==> src/rtl/uart_tx_arbiter_if.sv <==
// Byte-stream bus between two requesters, the arbiter and the UART transmit buffer.
// Master is the requester/buffer side; slave is the arbiter.
interface uart_tx_arbiter_if;
    logic [7:0] req0_data;
    logic       req0_valid;
    logic       req0_last;
    logic       req0_ready;
    logic [7:0] req1_data;
    logic       req1_valid;
    logic       req1_last;
    logic       req1_ready;
    logic [7:0] data_tx;
    logic       utx_buffer_write;
    logic       utx_buffer_full;
    logic [1:0] grant;
    logic       busy;

    modport master (
        output req0_data, req0_valid, req0_last,
        output req1_data, req1_valid, req1_last,
        output utx_buffer_full,
        input  req0_ready, req1_ready,
        input  data_tx, utx_buffer_write, grant, busy
    );

    modport slave (
        input  req0_data, req0_valid, req0_last,
        input  req1_data, req1_valid, req1_last,
        input  utx_buffer_full,
        output req0_ready, req1_ready,
        output data_tx, utx_buffer_write, grant, busy
    );
endinterface

==> src/rtl/uart_tx_arbiter.sv <==
// Two-requester round-robin arbiter feeding a UART transmit buffer one byte at a time,
// holding each grant for a whole message, capped at MAX_BURST bytes.
module uart_tx_arbiter #(
    parameter int unsigned MAX_BURST = 16
) (
    input  logic             clk,
    input  logic             reset,
    uart_tx_arbiter_if.slave bus
);
    // Encoding matches the one-hot grant output directly.
    typedef enum logic [1:0] {
        IDLE   = 2'b00,
        GRANT0 = 2'b01,
        GRANT1 = 2'b10
    } state_e;

    localparam logic [7:0] BURST_MAX = 8'(MAX_BURST);

    state_e     state_q, state_d;
    logic       ptr_q, ptr_d;
    logic [7:0] cnt_q, cnt_d;
    logic [7:0] data_q, data_d;
    logic       wr_q, wr_d;

    logic       ready0, ready1;
    logic       xfer;
    logic       sel_valid, sel_last;
    logic [7:0] sel_data;
    logic [7:0] cnt_inc;

    always_comb begin
        // The write strobe gates ready so full always reflects the previous write.
        ready0    = (state_q == GRANT0) && !bus.utx_buffer_full && !wr_q;
        ready1    = (state_q == GRANT1) && !bus.utx_buffer_full && !wr_q;
        sel_valid = (state_q == GRANT1) ? bus.req1_valid : bus.req0_valid;
        sel_last  = (state_q == GRANT1) ? bus.req1_last  : bus.req0_last;
        sel_data  = (state_q == GRANT1) ? bus.req1_data  : bus.req0_data;
        xfer      = (bus.req0_valid && ready0) || (bus.req1_valid && ready1);
        cnt_inc   = cnt_q + 8'd1;

        state_d = state_q;
        ptr_d   = ptr_q;
        cnt_d   = cnt_q;
        data_d  = data_q;
        wr_d    = 1'b0;

        if (xfer) begin
            data_d = sel_data;
            wr_d   = 1'b1;
            cnt_d  = cnt_inc;
        end

        case (state_q)
            IDLE: begin
                cnt_d = 8'd0;
                if (bus.req0_valid && (!bus.req1_valid || !ptr_q))
                    state_d = GRANT0;
                else if (bus.req1_valid)
                    state_d = GRANT1;
            end
            GRANT0, GRANT1: begin
                // Leaving while a write is in flight is fine: wr_q completes regardless.
                if ((xfer && (sel_last || cnt_inc == BURST_MAX)) || (!sel_valid && !wr_q)) begin
                    state_d = IDLE;
                    ptr_d   = (state_q == GRANT0);
                end
            end
            default: state_d = IDLE;
        endcase
    end

    always_ff @(posedge clk) begin
        if (reset) begin
            state_q <= IDLE;
            ptr_q   <= 1'b0;
            cnt_q   <= 8'd0;
            data_q  <= 8'h00;
            wr_q    <= 1'b0;
        end else begin
            state_q <= state_d;
            ptr_q   <= ptr_d;
            cnt_q   <= cnt_d;
            data_q  <= data_d;
            wr_q    <= wr_d;
        end
    end

    assign bus.req0_ready       = ready0;
    assign bus.req1_ready       = ready1;
    assign bus.data_tx          = data_q;
    assign bus.utx_buffer_write = wr_q;
    assign bus.grant            = state_q;
    assign bus.busy             = (state_q != IDLE);
endmodule
==> src/flat_wrapper.sv <==
// flat-port wrapper written by rule: the top's interface ports become plain ports
module uart_tx_arbiter_flat 
#(
    parameter int unsigned MAX_BURST = 16
)
  (clk, reset, bus_req0_data, bus_req0_valid, bus_req0_last, bus_req1_data, bus_req1_valid, bus_req1_last, bus_utx_buffer_full, bus_req0_ready, bus_req1_ready, bus_data_tx, bus_utx_buffer_write, bus_grant, bus_busy);
  uart_tx_arbiter_if bus_i ();
  input  logic clk;
  input  logic reset;
  input wire logic [$bits(bus_i.req0_data)-1:0] bus_req0_data;
  input wire logic [$bits(bus_i.req0_valid)-1:0] bus_req0_valid;
  input wire logic [$bits(bus_i.req0_last)-1:0] bus_req0_last;
  input wire logic [$bits(bus_i.req1_data)-1:0] bus_req1_data;
  input wire logic [$bits(bus_i.req1_valid)-1:0] bus_req1_valid;
  input wire logic [$bits(bus_i.req1_last)-1:0] bus_req1_last;
  input wire logic [$bits(bus_i.utx_buffer_full)-1:0] bus_utx_buffer_full;
  output wire logic [$bits(bus_i.req0_ready)-1:0] bus_req0_ready;
  output wire logic [$bits(bus_i.req1_ready)-1:0] bus_req1_ready;
  output wire logic [$bits(bus_i.data_tx)-1:0] bus_data_tx;
  output wire logic [$bits(bus_i.utx_buffer_write)-1:0] bus_utx_buffer_write;
  output wire logic [$bits(bus_i.grant)-1:0] bus_grant;
  output wire logic [$bits(bus_i.busy)-1:0] bus_busy;
  assign bus_i.req0_data = bus_req0_data;
  assign bus_i.req0_valid = bus_req0_valid;
  assign bus_i.req0_last = bus_req0_last;
  assign bus_i.req1_data = bus_req1_data;
  assign bus_i.req1_valid = bus_req1_valid;
  assign bus_i.req1_last = bus_req1_last;
  assign bus_i.utx_buffer_full = bus_utx_buffer_full;
  assign bus_req0_ready = bus_i.req0_ready;
  assign bus_req1_ready = bus_i.req1_ready;
  assign bus_data_tx = bus_i.data_tx;
  assign bus_utx_buffer_write = bus_i.utx_buffer_write;
  assign bus_grant = bus_i.grant;
  assign bus_busy = bus_i.busy;
  uart_tx_arbiter #(.MAX_BURST(MAX_BURST)) u_core (.clk(clk), .reset(reset), .bus(bus_i));
endmodule
==> config.mk <==
export PLATFORM = sky130hd
export DESIGN_NAME = uart_tx_arbiter_flat
export DESIGN_NICKNAME = d
export VERILOG_FILES = /design/src/rtl/uart_tx_arbiter_if.sv /design/src/rtl/uart_tx_arbiter.sv /design/src/flat_wrapper.sv
export SDC_FILE = /design/constraint.sdc
export NUM_CORES = 1
export LEC_CHECK = 0
export CORE_UTILIZATION = 30
export CTS_BUF_LIST = sky130_fd_sc_hd__clkbuf_4 sky130_fd_sc_hd__clkbuf_8
export DETAILED_ROUTE_END_ITERATION = 7
export DONT_BUFFER_PORTS = 1
export GPL_ROUTABILITY_DRIVEN = 0
export SLEW_MARGIN = 20
export SYNTH_ARGS = -nofsm -noshare
export SYNTH_HDL_FRONTEND = slang
export SYNTH_SLANG_ARGS = --single-unit
==> constraint.sdc <==
create_clock -name clk -period 2.2 [get_ports clk]
set_clock_uncertainty 0.2 [all_clocks]
set_input_delay 0.44 -clock clk [delete_from_list [all_inputs] [get_ports clk]]
set_output_delay 0.44 -clock clk [all_outputs]
set_load 0.01 [all_outputs]
After elaboration in Yosys (flattened, before gate mapping). Index checks and enable logic that the tools add are counted.

Register bits: 20. Bits of input ports: 23. Output and inout port bits: 14. Word-level logic and storage cells: 43.

Add/subtract/negate cells: 1. Equality and inequality tests: 5. Multiplexer cells: 8. Reductions and logical operators: 24.

Operators with widths (number): $logic_and 1x1->1 (9); $add 8x1->8 const B (1); $eq 8x5->1 const B (1); $mux 8 (1); $mux 2 (3); $logic_not 1->1 (5); $logic_or 1x1->1 (4); $pmux 2 s2 (1); $reduce_and 2->1 (2); $reduce_or 2->1 (2); $mux 1 (3); $ne 3x2->1 const B (1); $eq 2x1->1 const B (1); $eq 2x2->1 const B (1); $logic_not 2->1 (1); $ne 2x1->1 const B (1); $reduce_bool 2->1 (1).

Longest topological paths before layout. Gate-level depths: netlist of the first run.

Depth after elaboration: 9. Depth in mapped cells: 8. Mapped depth without buffers: 8.

Worst setup path before layout of the first run. Ideal clock, no wire load.

Path type: reg-to-output. Start point: register u_core.state_q[0] (netlist: u_core.bus.grant[0]). End point: output port bus_req1_ready. Data arrival time: 1240 ps. Data required time: 1560 ps. Path slack: 320 ps. Stages on the path, launching flop included: 5. Buffers on the path: 1. Cell sequence: dfxtp_1 > inv_1 > ha_1 > buf_2 > nor3b_1.

Longest elaborated chain between the ends: 3.

RTL lines: from (decl) (RTL line uart_tx_arbiter.sv:19) `state_e state_q, state_d;`; from (signal assigned) (RTL line uart_tx_arbiter.sv:80) `state_q <= state_d;`; $eq 2x2->1 (RTL line uart_tx_arbiter.sv:34) `ready1 = (state_q == GRANT1) && !bus.utx_buffer_full && !wr_q;`; $logic_and 1x1->1 (2 in series) (RTL line uart_tx_arbiter.sv:34); to (decl) (RTL line flat_wrapper.sv:18) `output wire logic [$bits(bus_i.req1_ready)-1:0] bus_req1_ready;`.

No other way between the ends.

Worst setup path after layout of the first run. Ends and elaborated chain as after synthesis.

==> impl_metrics.py, run 1 <==
metrics = {
    "worst_setup_path": {
        "r2r_cells": 7,
        "arrival_ps": 1470,
        "rr_endpoint": "u_core.bus.grant[1]",
        "cp.required_ps": 1560,
        "regToRegSetupSlack_ps": 180,
        "worstPathMaxFanout": 6,
        "critPathKind": "reg2out",
        "cp-end-kind": "output pin",
        "rr_startpoint": "u_core.cnt_q[0]",
        "start_kind": "flop",
    },
    "finish": {
        "layout-drive-gt1-share_pct": 12.7,
        "fin_nets": 155,
        "fin_util_pct": 36.2,
        "area_delta_synth_final_pct": 13.4,
        "nFillCells": 371,
        "final_cell_mix": "dfxtp_1, nor2_1, nand2_1, mux2i_1, a211oi_1",
        "stdcell_area_sq_um": 1240,
        "antenna_cells": 0,
        "final_common_cell": "dfxtp_1",
    },
    "sta": {
        "setup_viol": 0,
        "min_period_ps": 2110,
        "max_freq_mhz": 474,
        "rsz0062_at_grt": "true",
        "worstMarginPinSlew_ps": 441,
        "finalCritPeriodShare_pct": 95.9,
        "tns_ps": 0,
        "setup_ws_ps": 90.1,
        "hold_viol": 0,
        "relSlewSlack_pct": 70.5,
        "maxSlewViolCount": 0,
    },
    "yosys": {
        "synthSimpleGateAreaFrac_pct": 20.1,
        "synth_seq_cells": 20,
        "syn-num-nets": 150,
        "synth_compound_area_share_pct": 15.6,
        "ys_types": 31,
        "synth-xor-area-share_pct": 8.03,
        "yosys_warnings": 0,
        "ys_seq_area_share_pct": 36.7,
        "synthAdderAreaFrac_pct": 5.73,
        "netlist_area_sq_um": 1090,
        "synthMuxAreaShare_pct": 10.1,
        "synth.avg_cell_area_sq_um": 8.94,
        "syn_inst": 122,
        "synth_top_family_by_area": "simple AND/OR/NAND/NOR gates",
    },
    "pwr": {
        "peakVddDrop_v": 0.000311,
        "powerDensity_nw_per_um2": 795,
        "p_leak_nw": 0.441,
    },
    "outcome": {
        "status": "finished, final reports clean",
    },
    "floorplanning": {
        "fp.dieW_um": 62.3,
        "core_sq_um": 3420,
        "die_area_sq_um": 3880,
        "ios": 37,
        "core.rowCount": 21,
        "start_util_pct": 31.9,
        "die-height_um": 62.3,
    },
    "cts": {
        "cts_root_buf": "clkbuf_4",
        "cts_setup_buffers": 0,
        "clock_latency_ps": 300,
        "clkTransAtPathRegs_ps": 120,
        "cts_tree": "built",
        "clock_path_buffers": 2,
        "cts_sinks": 20,
        "htree_levels": 1,
        "cts_buffers": 3,
    },
    "routing": {
        "vias_per_cell": 5.14,
        "firstDrtPassIters": 4,
        "drcViolationCount": 0,
        "wl_per_cell_um": 12.4,
        "drt_iter0_drc": 9,
        "num_vias": 884,
        "routed_wl_um": 2140,
        "ant_nets": 0,
    },
    "min_path": {
        "min_from": "reset",
        "holdPathStages": 1,
        "holdCritPathClass": "in2reg",
        "worstHoldEndpoint": "u_core.bus.grant[0]",
    },
    "placement": {
        "dpl_cell_area_sq_um": 1150,
        "portBuffers": 0,
        "dpl.hpwl_um": 1640,
        "pre_cts_slack_ps": 158,
    },
    "job": {
        "maxCapViolCount": 0,
    },
    "global_route": {
        "grt_pass1_wl_um": 3810,
        "grt.overflow.total": 0,
        "track_usage_pct": 12.0,
        "antenna_found_initial": 0,
        "grt_max_degree": 17,
        "grt_pass1_vias": 880,
    },
}
[sequential cells by signal, summed over array words and instances, names as in the netlist]
signal                       flops
u_core.bus.data_tx               8
u_core.cnt_q                     8
u_core.bus.grant                 2
u_core.bus.utx_buffer_write      1
u_core.ptr_q                     1
[per-stage QoR]
stage / hold WS (ps) / power, mW / cells
final: 34.5 / 0.984 / 172
after floorplan: 248 / 0.631 / 122
after CTS: 32.0 / 0.981 / 172
after detailed placement: 275 / 0.676 / 166
after global placement: 263 / 0.667 / 166
after global routing: 40.6 / 1.04 / 172
[worst max-delay path, cell delays in order, from the launching register on]
cell,delay (ps)
dfxtp_1,380
inv_1,110
ha_1,300
nor3b_1,380
[layer usage]
layer  GRT usage [%]  part of all wire, %
met1            14.3                   44
met2            20.7                   51
met3            1.47                  2.2
met4            6.69                  1.8
met5               0                    0
[area by class of cell]
cell class	instances	area (sq um)	share of cell area, %
multi-input combinational	92	666	53.8
sequential	20	400	32.4
tap	46	57.6	4.65
timing repair buffer	5	42.5	3.44
clock inverter	1	30.0	2.43
clock buffer	3	22.5	1.82
inverter	5	18.8	1.52
[logic make-up (layout without fill, tap and decap cells)]
group,count (synthesis),after routing
AOI/OAI and AO/OA,23,23
and+or+nand+nor,43,43
adders and majority gates,5,5
muxes,11,11
DFF,20,20
buffers and inverters,10,14
xor gates and xnor gates,10,10
[where the power goes]
| part | total, mW | switching (mW) | internal, mW |
|---|---|---|---|
| Sequential | 0.433 | 0.0399 | 0.393 |
| Clock | 0.304 | 0.120 | 0.184 |
| Combinational | 0.247 | 0.140 | 0.107 |
| Total | 0.984 | 0.300 | 0.684 |
[synthesized netlist by cell type]
cell type | n | share of area [%]
a211oi_1 | 9 | 6.2
a21o_2 | 1 | 0.80
a22oi_1 | 1 | 0.69
a311oi_1 | 2 | 1.6
a31oi_1 | 4 | 2.3
and3_1 | 3 | 1.7
and3_2 | 1 | 0.69
buf_1 | 1 | 0.34
buf_2 | 3 | 1.4
clkbuf_1 | 1 | 0.34
dfxtp_1 | 20 | 37
ha_1 | 5 | 5.7
inv_1 | 5 | 1.7
mux2i_1 | 11 | 10
nand2_1 | 10 | 3.4
nand2b_1 | 2 | 1.1
nand4_1 | 3 | 1.7
nor2_1 | 16 | 5.5
nor3_1 | 1 | 0.46
nor3_2 | 1 | 0.92
nor3b_1 | 2 | 1.4
nor4_1 | 1 | 0.57
nor4b_2 | 1 | 1.4
o211a_1 | 1 | 0.92
o21ai_0 | 2 | 0.92
o21bai_1 | 2 | 1.4
o32ai_1 | 1 | 0.80
or2_2 | 1 | 0.57
or3_1 | 1 | 0.57
xnor2_1 | 3 | 2.4
xor2_1 | 7 | 5.6
[worst max-delay path by stage]
stage               slack (ps)               to           startpoint  cells after the start
global route               -20   bus_req1_ready  u_core.bus.grant[0]                      3
CTS                         90   bus_req1_ready  u_core.bus.grant[1]                      2
detailed placement         160     u_core.ptr_q      u_core.cnt_q[0]                      7
global placement           260  u_core.cnt_q[6]  u_core.bus.grant[0]                      8
floorplan                  320   bus_req1_ready  u_core.bus.grant[0]                      4
finish                      90   bus_req1_ready  u_core.bus.grant[0]                      3
[what timing repair did]
item / 4_1_cts / 5_1_grt
hold endpoints to repair: 10 / 0
setup endpoints to repair: 0 / 2
gates resized for setup: 0 / 5
hold buffers: 2 / 0
No activity file was read; power rests on OpenSTA's default activity.
==> run 2, diff against run 1 <==
--- a/config.mk
+++ b/config.mk
@@ -5,11 +5,13 @@
 export SDC_FILE = /design/constraint.sdc
 export NUM_CORES = 1
 export LEC_CHECK = 0
+export CAP_MARGIN = 5
 export CORE_UTILIZATION = 30
 export CTS_BUF_LIST = sky130_fd_sc_hd__clkbuf_4 sky130_fd_sc_hd__clkbuf_8
 export DETAILED_ROUTE_END_ITERATION = 7
 export DONT_BUFFER_PORTS = 1
 export GPL_ROUTABILITY_DRIVEN = 0
+export SETUP_SLACK_MARGIN = 0.2
 export SLEW_MARGIN = 20
 export SYNTH_ARGS = -nofsm -noshare
 export SYNTH_HDL_FRONTEND = slang
==> constraint.sdc (replaced) <==
create_clock -name clk -period 2.2 [get_ports clk]
set_clock_uncertainty 0.2 [all_clocks]
set_input_delay 0.44 -clock clk [delete_from_list [all_inputs] [get_ports clk]]
set_output_delay 0.44 -clock clk [all_outputs]
set_load 0.02 [all_outputs]
==> run 2 against run 1 <==
Effect of this change: critical path type unchanged; die area is the same; sequential power up 3%; critical endpoint unchanged; first-iteration DRC count rose to 2.6 times the previous value; fmax increased by 6.5%; register-to-register slack better by 50 ps; combinational power is 36% higher; utilization grew 3.7 points; cell count grew 5.2%; global-route usage up 0.093 points; highest routed layer unchanged.
==> impl_metrics.py, run 2 (same netlist as run 1, synthesis figures left out) <==
metrics = {
    "outcome": {
        "status": "finished, final reports clean",
    },
    "worst_setup_path": {
        "critPathKind": "reg2out",
        "worstPathMaxFanout": 4,
        "cp-end-kind": "output pin",
        "cp_slowest_cell": "dfxtp_2",
        "cp_cell_sequence": "inv_2 > ha_4 > buf_8 > nor3b_2 > buf_4",
        "cp.required_ps": 1560,
        "max_stage_delay_ps": 370,
        "arrival_ps": 1340,
        "start_kind": "flop",
    },
    "floorplanning": {
        "start_util_pct": 31.9,
        "die_area_sq_um": 3880,
        "die-height_um": 62.3,
        "core.rowCount": 21,
        "core_sq_um": 3420,
        "ios": 37,
        "fp.dieW_um": 62.3,
    },
    "sta": {
        "min_period_ps": 1980,
        "rsz0062_at_grt": "true",
        "relSlewSlack_pct": 72.0,
        "finalCritPeriodShare_pct": 90.1,
        "hold_ws_ps": 13.3,
        "worstMarginPinSlew_ps": 419,
        "max_freq_mhz": 505,
        "hold_viol": 0,
        "setup_viol": 0,
        "setup_ws_ps": 219,
        "tns_ps": 0,
        "maxSlewViolCount": 0,
    },
    "routing": {
        "ant_nets": 0,
        "vias_per_cell": 5.04,
        "firstDrtPassIters": 4,
        "routed_wl_um": 2380,
        "drt_iter0_drc": 23,
        "num_vias": 912,
        "drcViolationCount": 0,
        "wl_per_cell_um": 13.2,
    },
    "cts": {
        "cts_tree": "built",
        "cts_sinks": 20,
        "cts_buffers": 3,
        "cts_root_buf": "clkbuf_4",
        "htree_levels": 1,
        "clock_path_buffers": 2,
        "clock_latency_ps": 320,
        "clkTransAtPathRegs_ps": 130,
    },
    "global_route": {
        "grt_pass1_vias": 852,
        "grt.overflow.total": 0,
        "grt_max_degree": 25,
        "track_usage_pct": 12.1,
        "grt_pass1_wl_um": 3800,
        "antenna_found_initial": 0,
    },
    "pwr": {
        "peakVddDrop_v": 0.000439,
        "powerDensity_nw_per_um2": 799,
        "p_switching_mw": 0.359,
        "p_int_mw": 0.731,
        "p_leak_nw": 0.495,
        "seq_power_share_pct": 40.8,
        "p_comb_share_pct": 30.7,
        "clkPwrFrac_pct": 28.4,
        "power.share.switching_pct": 33.0,
    },
    "placement": {
        "portBuffers": 0,
        "dpl.hpwl_um": 1630,
        "dp_cells": 169,
        "pre_cts_slack_ps": 170,
    },
    "finish": {
        "final_common_cell": "nor2_1",
        "final-instance-count-excl-fill": 181,
        "antenna_cells": 0,
        "nFillCells": 355,
        "layout-drive-gt1-share_pct": 27.4,
        "area_delta_synth_final_pct": 25.0,
        "final_cell_mix": "nor2_1, dfxtp_1, mux2i_1, buf_4, nand2_1",
        "fin_nets": 164,
    },
    "job": {
        "maxCapViolCount": 0,
    },
    "min_path": {
        "holdCritPathClass": "in2reg",
    },
}
## run 2: per-stage QoR
| step | cell area (sq um) | total power [mW] | utilization (%) |
|---|---|---|---|
| global placement | 1180 | 0.714 | 34.4 |
| CTS | 1310 | 1.08 | 38.2 |
| floorplan | 1100 | 0.662 | - |
| finish | 1360 | 1.09 | 39.9 |
| detailed placement | 1180 | 0.724 | 34.4 |
| global route | 1360 | 1.15 | 39.9 |
## run 2: layout make-up
type | count | area (sq um) | area share [%]
Timing Repair Buffer | 14 | 118 | 8.62
Inverter | 5 | 18.8 | 1.38
Multi-Input combinational cell | 92 | 702 | 51.5
Clock inverter | 1 | 30.0 | 2.20
Sequential cell | 20 | 415 | 30.5
Tap cell | 46 | 57.6 | 4.22
Clock buffer | 3 | 22.5 | 1.65
## run 2: what timing repair did
| action | 4_1_cts | 5_1_grt |
|---|---|---|
| hold buffers | 2 | 0 |
| setup buffers | 3 | 3 |
| hold endpoints to repair | 10 | 0 |
| pin swaps | 0 | 6 |
| gates resized for setup | 11 | 12 |
| setup endpoints to repair | 4 | 12 |
## run 2: path summary, 6_finish.rpt
kind                             from                   to  slack, ps  depth (start not counted)
setup reg to reg      u_core.cnt_q[1]         u_core.ptr_q        230                          7
hold reg to reg          u_core.ptr_q         u_core.ptr_q        290                          2
setup / recovery  u_core.bus.grant[0]       bus_req1_ready        220                          5
hold / removal                  reset  u_core.bus.grant[0]         10                          1
## run 2: power by group through the flow
stage	Sequential [mW]	Combinational, mW	Clock [mW]
floorplan	0.455	0.207	0
detailed placement	0.450	0.273	0
finish	0.445	0.335	0.310
global placement	0.448	0.265	0
global route	0.450	0.365	0.330
CTS	0.446	0.317	0.313
## run 2: worst max-delay path: cells and delay by family, from the launching register on
family / cells / cell delay [ps]
adder cells (fa/ha/maj): 1 / 180
AND/OR/NAND/NOR: 1 / 140
buffers and inverters: 3 / 340
flip-flops: 1 / 370
## run 2: per-layer routing
| metal | GRT usage [%] | part of all wire [%] | vias to the layer above |
|---|---|---|---|
| met5 | 0 | 0 | - |
| met4 | 6.10 | 1.9 | 0 |
| met3 | 1.84 | 3.1 | 5 |
| met2 | 20.5 | 50 | 18 |
| met1 | 14.8 | 45 | 425 |
| li1 | - | - | 464 |
